## src/rtl/sbus_dmem.sv

```systemverilog
// sbus_dmem -- data-memory access unit between the execute stage and a simple
// request/acknowledge system bus.
//
// A load or store presented on mem_re/mem_we is checked for legality, then
// issued as one bus cycle. The pipeline is held through stall_o until the
// slave acknowledges or the wait budget runs out.
//
// Ports
//   clk          in   clock, all state updates on the rising edge
//   rst          in   asynchronous active-low reset
//   mem_re       in   load request
//   mem_we       in   store request
//   un_sign      in   1: zero-extend load result, 0: sign-extend
//   byte_mask    in   access size (0001 byte, 0011 half, 1111 word)
//   addr         in   byte address
//   wdata        in   right-justified store data
//   rdata_o      out  extended load result (registered)
//   stall_o      out  pipeline hold (combinational)
//   err_o        out  one-cycle access-fault pulse
//   bus_req_o    out  bus request, high for the whole bus cycle
//   bus_we_o     out  bus write
//   bus_addr_o   out  word-aligned bus address
//   bus_be_o     out  byte-lane enables
//   bus_wdata_o  out  lane-aligned store data
//   bus_ack_i    in   slave completion
//   bus_rdata_i  in   slave read data, valid with bus_ack_i
module sbus_dmem #(
  parameter int TIMEOUT = 16
) (
  input  logic        clk,
  input  logic        rst,
  input  logic        mem_re,
  input  logic        mem_we,
  input  logic        un_sign,
  input  logic [3:0]  byte_mask,
  input  logic [31:0] addr,
  input  logic [31:0] wdata,
  output logic [31:0] rdata_o,
  output logic        stall_o,
  output logic        err_o,
  output logic        bus_req_o,
  output logic        bus_we_o,
  output logic [31:0] bus_addr_o,
  output logic [3:0]  bus_be_o,
  output logic [31:0] bus_wdata_o,
  input  logic        bus_ack_i,
  input  logic [31:0] bus_rdata_i
);

  typedef enum logic [1:0] {
    IDLE = 2'd0,
    BUSY = 2'd1,
    DONE = 2'd2
  } state_t;

  localparam logic [7:0] CNT_LAST = 8'(TIMEOUT - 1);

  state_t      state_q, state_d;
  logic [7:0]  cnt_q, cnt_d;
  logic [1:0]  off_q, off_d;
  logic [3:0]  mask_q, mask_d;
  logic        uns_q, uns_d;
  logic        we_q, we_d;
  logic [31:0] rdata_q, rdata_d;
  logic        err_q, err_d;
  logic        bus_req_q, bus_req_d;
  logic        bus_we_q, bus_we_d;
  logic [31:0] bus_addr_q, bus_addr_d;
  logic [3:0]  bus_be_q, bus_be_d;
  logic [31:0] bus_wdata_q, bus_wdata_d;

  logic any_req;
  logic mask_ok;
  logic align_ok;
  logic legal;
  logic timeout_hit;

  // Select the addressed lane(s) of the bus word and extend to 32 bits.
  function automatic logic [31:0] load_ext(input logic [31:0] word,
                                           input logic [1:0]  off,
                                           input logic [3:0]  mask,
                                           input logic        uns);
    logic [31:0] s;
    s = word >> {off, 3'b000};
    case (mask)
      4'b0001: load_ext = {{24{~uns & s[7]}}, s[7:0]};
      4'b0011: load_ext = {{16{~uns & s[15]}}, s[15:0]};
      default: load_ext = s;
    endcase
  endfunction

  // Both strobes high is a request too: it must be answered with a fault
  // rather than silently dropped.
  assign any_req = mem_re | mem_we;
  assign mask_ok = (byte_mask == 4'b0001) || (byte_mask == 4'b0011) ||
                   (byte_mask == 4'b1111);
  always_comb begin
    align_ok = 1'b1;
    if (byte_mask == 4'b0011) align_ok = ~addr[0];
    else if (byte_mask == 4'b1111) align_ok = (addr[1:0] == 2'b00);
  end
  assign legal       = (mem_re ^ mem_we) & mask_ok & align_ok;
  assign timeout_hit = (cnt_q == CNT_LAST);

  // State register and all other flops.
  always_ff @(posedge clk or negedge rst) begin
    if (!rst) begin
      state_q     <= IDLE;
      cnt_q       <= '0;
      off_q       <= '0;
      mask_q      <= '0;
      uns_q       <= 1'b0;
      we_q        <= 1'b0;
      rdata_q     <= '0;
      err_q       <= 1'b0;
      bus_req_q   <= 1'b0;
      bus_we_q    <= 1'b0;
      bus_addr_q  <= '0;
      bus_be_q    <= '0;
      bus_wdata_q <= '0;
    end else begin
      state_q     <= state_d;
      cnt_q       <= cnt_d;
      off_q       <= off_d;
      mask_q      <= mask_d;
      uns_q       <= uns_d;
      we_q        <= we_d;
      rdata_q     <= rdata_d;
      err_q       <= err_d;
      bus_req_q   <= bus_req_d;
      bus_we_q    <= bus_we_d;
      bus_addr_q  <= bus_addr_d;
      bus_be_q    <= bus_be_d;
      bus_wdata_q <= bus_wdata_d;
    end
  end

  // Next-state logic. Ack is tested before the timeout so it wins a tie.
  always_comb begin
    state_d = state_q;
    case (state_q)
      IDLE:    if (any_req) state_d = legal ? BUSY : DONE;
      BUSY:    if (bus_ack_i || timeout_hit) state_d = DONE;
      DONE:    state_d = IDLE;
      default: state_d = IDLE;
    endcase
  end

  // Registered-output and datapath next values. Bus signals are loaded on
  // BUSY entry, held through BUSY and return to zero on leaving it.
  always_comb begin
    cnt_d       = cnt_q;
    off_d       = off_q;
    mask_d      = mask_q;
    uns_d       = uns_q;
    we_d        = we_q;
    rdata_d     = rdata_q;
    err_d       = 1'b0;
    bus_req_d   = 1'b0;
    bus_we_d    = 1'b0;
    bus_addr_d  = '0;
    bus_be_d    = '0;
    bus_wdata_d = '0;
    case (state_q)
      IDLE: begin
        if (any_req) begin
          if (legal) begin
            cnt_d       = '0;
            off_d       = addr[1:0];
            mask_d      = byte_mask;
            uns_d       = un_sign;
            we_d        = mem_we;
            bus_req_d   = 1'b1;
            bus_we_d    = mem_we;
            bus_addr_d  = {addr[31:2], 2'b00};
            bus_be_d    = byte_mask << addr[1:0];
            bus_wdata_d = mem_we ? (wdata << {addr[1:0], 3'b000}) : 32'h0;
          end else begin
            err_d = 1'b1;
          end
        end
      end
      BUSY: begin
        if (bus_ack_i) begin
          if (!we_q) rdata_d = load_ext(bus_rdata_i, off_q, mask_q, uns_q);
        end else if (timeout_hit) begin
          err_d = 1'b1;
          if (!we_q) rdata_d = '0;
        end else begin
          cnt_d       = cnt_q + 8'd1;
          bus_req_d   = 1'b1;
          bus_we_d    = bus_we_q;
          bus_addr_d  = bus_addr_q;
          bus_be_d    = bus_be_q;
          bus_wdata_d = bus_wdata_q;
        end
      end
      default: ;
    endcase
  end

  // Output logic.
  assign stall_o     = (state_q == BUSY) || ((state_q == IDLE) && any_req);
  assign rdata_o     = rdata_q;
  assign err_o       = err_q;
  assign bus_req_o   = bus_req_q;
  assign bus_we_o    = bus_we_q;
  assign bus_addr_o  = bus_addr_q;
  assign bus_be_o    = bus_be_q;
  assign bus_wdata_o = bus_wdata_q;

endmodule

```

## config.mk

```make
export PLATFORM = sky130hd
export DESIGN_NAME = sbus_dmem
export DESIGN_NICKNAME = d
export VERILOG_FILES = /design/src/rtl/sbus_dmem.sv
export SDC_FILE = /design/constraint.sdc
export NUM_CORES = 1
export LEC_CHECK = 0
export ABC_AREA = 1
export CORE_MARGIN = 4
export CORE_UTILIZATION = 40
export CTS_CLUSTER_DIAMETER = 100
export DETAILED_ROUTE_END_ITERATION = 8
export PLACE_DENSITY = 0.82
export SYNTH_ARGS = -nofsm -noshare
export SYNTH_HDL_FRONTEND = slang
export SYNTH_SLANG_ARGS = --single-unit
```

## constraint.sdc

```tcl
create_clock -name clk -period 1.5 [get_ports clk]
set_input_delay 0.225 -clock clk [delete_from_list [all_inputs] [get_ports clk]]
set_output_delay 0.225 -clock clk [all_outputs]
set_load 0.005 [all_outputs]
```

Yosys cells after proc, flatten, opt, wreduce, memory -nomap -nowiden
Index checks and enable logic that the tools add are counted.

word-level totals
  logic and storage cells = 97
  register bits = 121
  bits of input ports = 106
  output and inout port bits = 104

cells by class
  bitwise operators = 9
  reductions and logical operators = 13
  $add $sub $neg = 1
  equality and inequality tests = 13
  shifts and indexed selects = 3
  multiplexer cells = 45

operators by type and width
  operator                                                          count
  32-bit 2-to-1 mux                                                 11
  32-bit case mux with 2 select lines                               3
  8-bit 2-to-1 mux                                                  4
  32-bit by 5-bit left shift with 32-bit output                     1
  32-bit by 5-bit >> shifter with 32-bit output                     1
  4-bit 2-to-1 mux                                                  4
  8-bit case mux with 2 select lines                                1
  1-bit 2-to-1 mux                                                  14
  2-bit != test (second input constant)                             5
  8-bit by 1-bit adder with 8-bit output (second input constant)    1
  4-bit by 1-bit == test with 1-bit output (second input constant)  2
  4-bit by 2-bit == test with 1-bit output (second input constant)  2
  8-bit by 4-bit == test with 1-bit output (second input constant)  1
  4-bit case mux with 2 select lines                                1
  2-bit 2-to-1 mux                                                  3
  1-bit case mux with 2 select lines                                3
  3-bit AND reduction                                               2
  5-bit AND reduction                                               1
  1-bit bitwise AND                                                 4
  4-bit == test (second input constant)                             1
  2-bit logical NOT                                                 2
  1-bit logical OR                                                  4
  2-bit case mux with 2 select lines                                1
  2-bit nonzero test                                                2
  other kinds (8)                                                   10

Depth between registers and ports, before layout
Gate-level depths: netlist of the first run.

  depth in word-level cells = 8
  gate-level depth with buffers = 10
  gate-level depth less buffers = 8

Worst setup path before layout of the first run
Ideal clock, no wire load.

  path type = reg-to-reg
  start point = register cnt_q[1]
  end point = register rdata_q[2] (netlist: rdata_o[2])
  stages on the path, launching flop included = 10
  path buffers = 1
  data arrival time = 1.288 ns
  library setup time = 0.135 ns
  clock period less this slack = 1.423 ns
  data required time = 1.365 ns
  path slack = 0.077 ns
  cells stage by stage = dfrtp_1 -> ha_1 -> nand2_1 -> nor2_1 -> nand3_1 -> nand2_1 -> nand3_1 -> buf_2 -> nand2_1 -> o21ai_0

on the way
  longest elaborated chain between the ends = 3

ends and longest elaborated chain
  what                                      line  RTL
  start, declared                           59    logic [7:0] cnt_q, cnt_d;
  start signal, assigned                    123   cnt_q <= cnt_d;
  8-bit by 4-bit == test with 1-bit output  103   assign timeout_hit = (cnt_q == CNT_LAST);
  2-bit nonzero test (no source line)       --
  3-bit AND reduction (no source line)      --
  end signal, assigned                      128   rdata_q <= rdata_d;
  end, declared                             64    logic [31:0] rdata_q, rdata_d;

No other way between the ends.
A chain may end at the register's enable or synchronous reset.

Final worst setup path of the first run
  start point = register cnt_q[0]
  end point = register cnt_q[6]

on the way
  longest elaborated chain between the ends = 4
  elaborated cells on any way between the ends = 7
  classes of those cells = 1 x add/sub; 2 x eq/ne; 3 x mux; 1 x reduce/logical

ends and longest elaborated chain
  what                                    line  RTL
  8-bit by 1-bit adder with 8-bit output  190   cnt_d = cnt_q + 8'd1;
  8-bit 2-to-1 mux                        186   end else if (timeout_hit) begin
  8-bit 2-to-1 mux                        184   if (bus_ack_i) begin
  8-bit case mux with 2 select lines      164   case (state_q)

Parallel ways exist; a longest one is shown, timed or not. The select of a mux whose other input is x is not followed.

==> results.txt, run 1 <==
Worst R2R Start: cnt_q[0]
Critical path launch point: cnt_q[0]
Largest family of logic cells by synthesized area: simple AND/OR/NAND/NOR gates
Core Region: 14640 µm²
Simple-gate portion of the synthesized area: 33.88%
Worst Path Max Fanout: 13
Max Cap Viol: 0
Fin crit period: 1.592 ns
Syn. warnings: 0
Site row count: 44
Biggest cell delay along the critical path: 0.37 ns
Post-DP HPWL: 13180 µm
DR pass1 iterations: 5
CP endpoint: cnt_q[6]
Final setup violation count: 109
GR Util met3: 9.024%
Pwr Density: 1261 nW/µm²
Inserted Clock Buffers: 17
Starting Density: 41.00%
Share of the synthesized area in the top cell type: 49.59%
TritonCTS clock tree: built
Top FF cell, synth: dfrtp_1
Syn-to-layout area delta: 60.87%
Failing checks: setup timing
IO Port Bufs: 207
CTS clk-pin slew, worst paths: 0.06 ns
Total congestion overflow: 0
Max-slew violation count: 0
Final WS setup: -0.09191 ns
Complex-gate fraction of the synthesized area: 8.523%
Initial antenna violation count: 0
First-pass GRT wire length: 30210 µm
Hold Crit Class: in -> async
Final Skew: 0.008794 ns
ANT nets after route: 0
Placed Cells: 1212
Yosys cell types: 30
Synth top area cells: dfrtp_1 50%, nand2_1 26%, o21ai_0 3.3%
Total GRT Usage: 22.56%
Reg2reg end: cnt_q[6]
Critical Path AT: 1.89 ns
Wire length per cell after detailed routing: 15.53 µm
Synthesized flop and latch total: 119
Nature of the critical path startpoint: register
Cells after synthesis: 815
# H-tree levels: 4
FF-to-FF setup slack: -0.09 ns
Adder-cell share of the synthesized area: 0.4168%
Nets: 1175
Final Hold Viols: 0
Largest net degree at the start of global routing: 79
DIE WIDTH: 130.5 µm
Post-Syn Area per Cell: 7.367 µm²
Seq/Total Area, Yosys: 49.59%
Crit-path cells: ha_2, nand2_2, nor2_4, nand3_2, buf_6, nand3_4, inv_8, buf_12, nand2_1, o21ai_1
LEAKAGE: 5.318 nW
1st-iter DRT viols: 457
Layout cell share with drive strength beyond 1: 15.46%
RSZ-0062 raised after global routing: yes
Post-Synth XOR/XNOR Area: 0%
Worst VDD drop: 0.9925 mV
Number of synthesized flops with an enable pin: 0
Setup TNS: -5.790 ns
Final GP Congestion: 0.8891
GRT met2 Usage: 36.30%
Crit Path Category: reg -> reg
Worst reg2reg path depth: 10
Asr flop ratio synth: 100.0%
Final worst-path cycle share: 106.1%
Post-route DRC: 0
Vias/cell: 4.995
Top Ports: 210
Clk_lat worst skew: 0.42 ns
Critical Path Sink Type: register
Vias: 6314
Slowest CP cell: dfrtp_1
Final std cells w/o fill: 1264
Global routing's busiest layer: met2
WP data required: 1.80 ns
Fmax: 628.2 MHz
Chip height: 130.5 µm
CTS Sinks: 119
# diodes: 0
Syn Std Cell Area: 6005 µm²
Fin Hold WS: 0.3341 ns
DRT Wirelength: 19640 µm
Clock Tree Root: clkbuf_16
Layout Utilization: 65.96%
Synth area leader: dfrtp_1
Outcome: finished, violations left
Met1 Use GR: 27.08%
CTS max path bufs: 2
Vias in the first global route: 6250
Post-synthesis mux area share: 1.334%
Die area: 17040 µm²
## where the power goes
group          switching [mW]  leakage, nW  internal, mW
sequential              0.373         1.62          3.74
clock                    1.50        0.293          2.75
combinational            1.97         3.40          1.85
total                    3.84         5.32          8.35
## how the worst min path moves through the flow
stage,endpoint,from,cells after the start,slack [ns]
after floorplan,bus_addr_o[10],rst,0,-0.07
after global placement,rdata_o[3],rst,2,0.22
after detailed placement,rdata_o[0],rst,2,0.23
after CTS,bus_addr_o[17],addr[17],3,0.31
after global routing,bus_addr_o[3],addr[3],3,0.34
final,rdata_o[0],rst,3,0.33
## synthesized netlist by cell type (all sizes together) (2+ instances only)
library cell	number
o211ai	18
ha	2
clkinv	2
buf	32
a22oi	5
inv	40
or2	6
a21oi	23
nor3b	3
nand2	417
mux2i	8
clkbuf	12
nor2	42
dfrtp	119
nand3	40
o21ai	42
## stage by stage
step           cell area [µm²]  total power [mW]  setup slack (ns)
3_3_place_gp              8612             7.692           -0.4470
2_1_floorplan             6008             5.832           0.07674
5_1_grt                   9659             12.83           -0.1876
6_report                  9659             12.18          -0.09191
3_5_place_dp              8612             7.768           -0.5407
4_1_cts                   9341             11.91          -0.05012
## area by class of cell
cell class,instances,area [µm²]
inverters,42,172.7
clock buffers,22,474.2
well taps,184,230.2
flip-flops and latches,119,2978
repair buffers,276,2764
fillers,1223,4985
clock inverters,10,143.9
multi-input cells,611,2897
## metal layers
metal | share of wire, % | wire length, µm
met2 | 47 | 9154
met4 | 2.7 | 526
met1 | 40 | 7923
met5 | 0 | 0
met3 | 10 | 2031
## logic make-up after synthesis
group | count (synthesis)
other | 1
buffers and inverters | 86
muxes | 8
and+or+nand+nor | 509
adders and majority gates | 2
DFF | 119
AOI/OAI and AO/OA | 90
## critical path: cells and delay by family (launching register included)
| family | cells | cell delay, ns |
|---|---|---|
| AOI/OAI and AO/OA | 1 | 0.06 |
| and+or+nand+nor | 5 | 0.47 |
| DFF | 1 | 0.37 |
| buffers and inverters | 3 | 0.38 |
| adders and majority gates | 1 | 0.20 |
## cell usage in the layout, fill, tap and decap left out, drive strengths merged, types with 8 or more instances in the layout
master	count
dfrtp	119
inv	41
nand2	417
clkdlybuf4s50	103
nor2	42
buf	66
mux2i	8
o211ai	18
clkbuf	25
nand3	40
dlygate4sd2	98
o21ai	42
a21oi	23
## timing repair
item,4_1_cts,5_1_grt
hold buffers,1,0
endpoints found under the hold margin,119,0
endpoints found under the setup margin,207,119
pin swaps,6,9
resized for setup,129,66
setup buffers,8,6
cloned,3,3
## state kept, by name, summed over array words and instances (netlist names)
register     cells
bus_we_o         1
uns_q            1
bus_wdata_o     32
bus_req_o        1
cnt_q            8
bus_be_o         4
off_q            2
rdata_o         32
err_o            1
bus_addr_o      30
state_q          2
mask_q           4
we_q             1
Power figures use the tool's default switching activity.
==> run 2, diff against run 1 <==
--- a/config.mk
+++ b/config.mk
@@ -8,7 +8,6 @@
 export ABC_AREA = 1
 export CORE_MARGIN = 4
 export CORE_UTILIZATION = 40
-export CTS_CLUSTER_DIAMETER = 100
 export DETAILED_ROUTE_END_ITERATION = 8
 export PLACE_DENSITY = 0.82
 export SYNTH_ARGS = -nofsm -noshare
==> results of run 2 <==
Same layout as run 1: the final DEF is identical, and so are final timing and power.
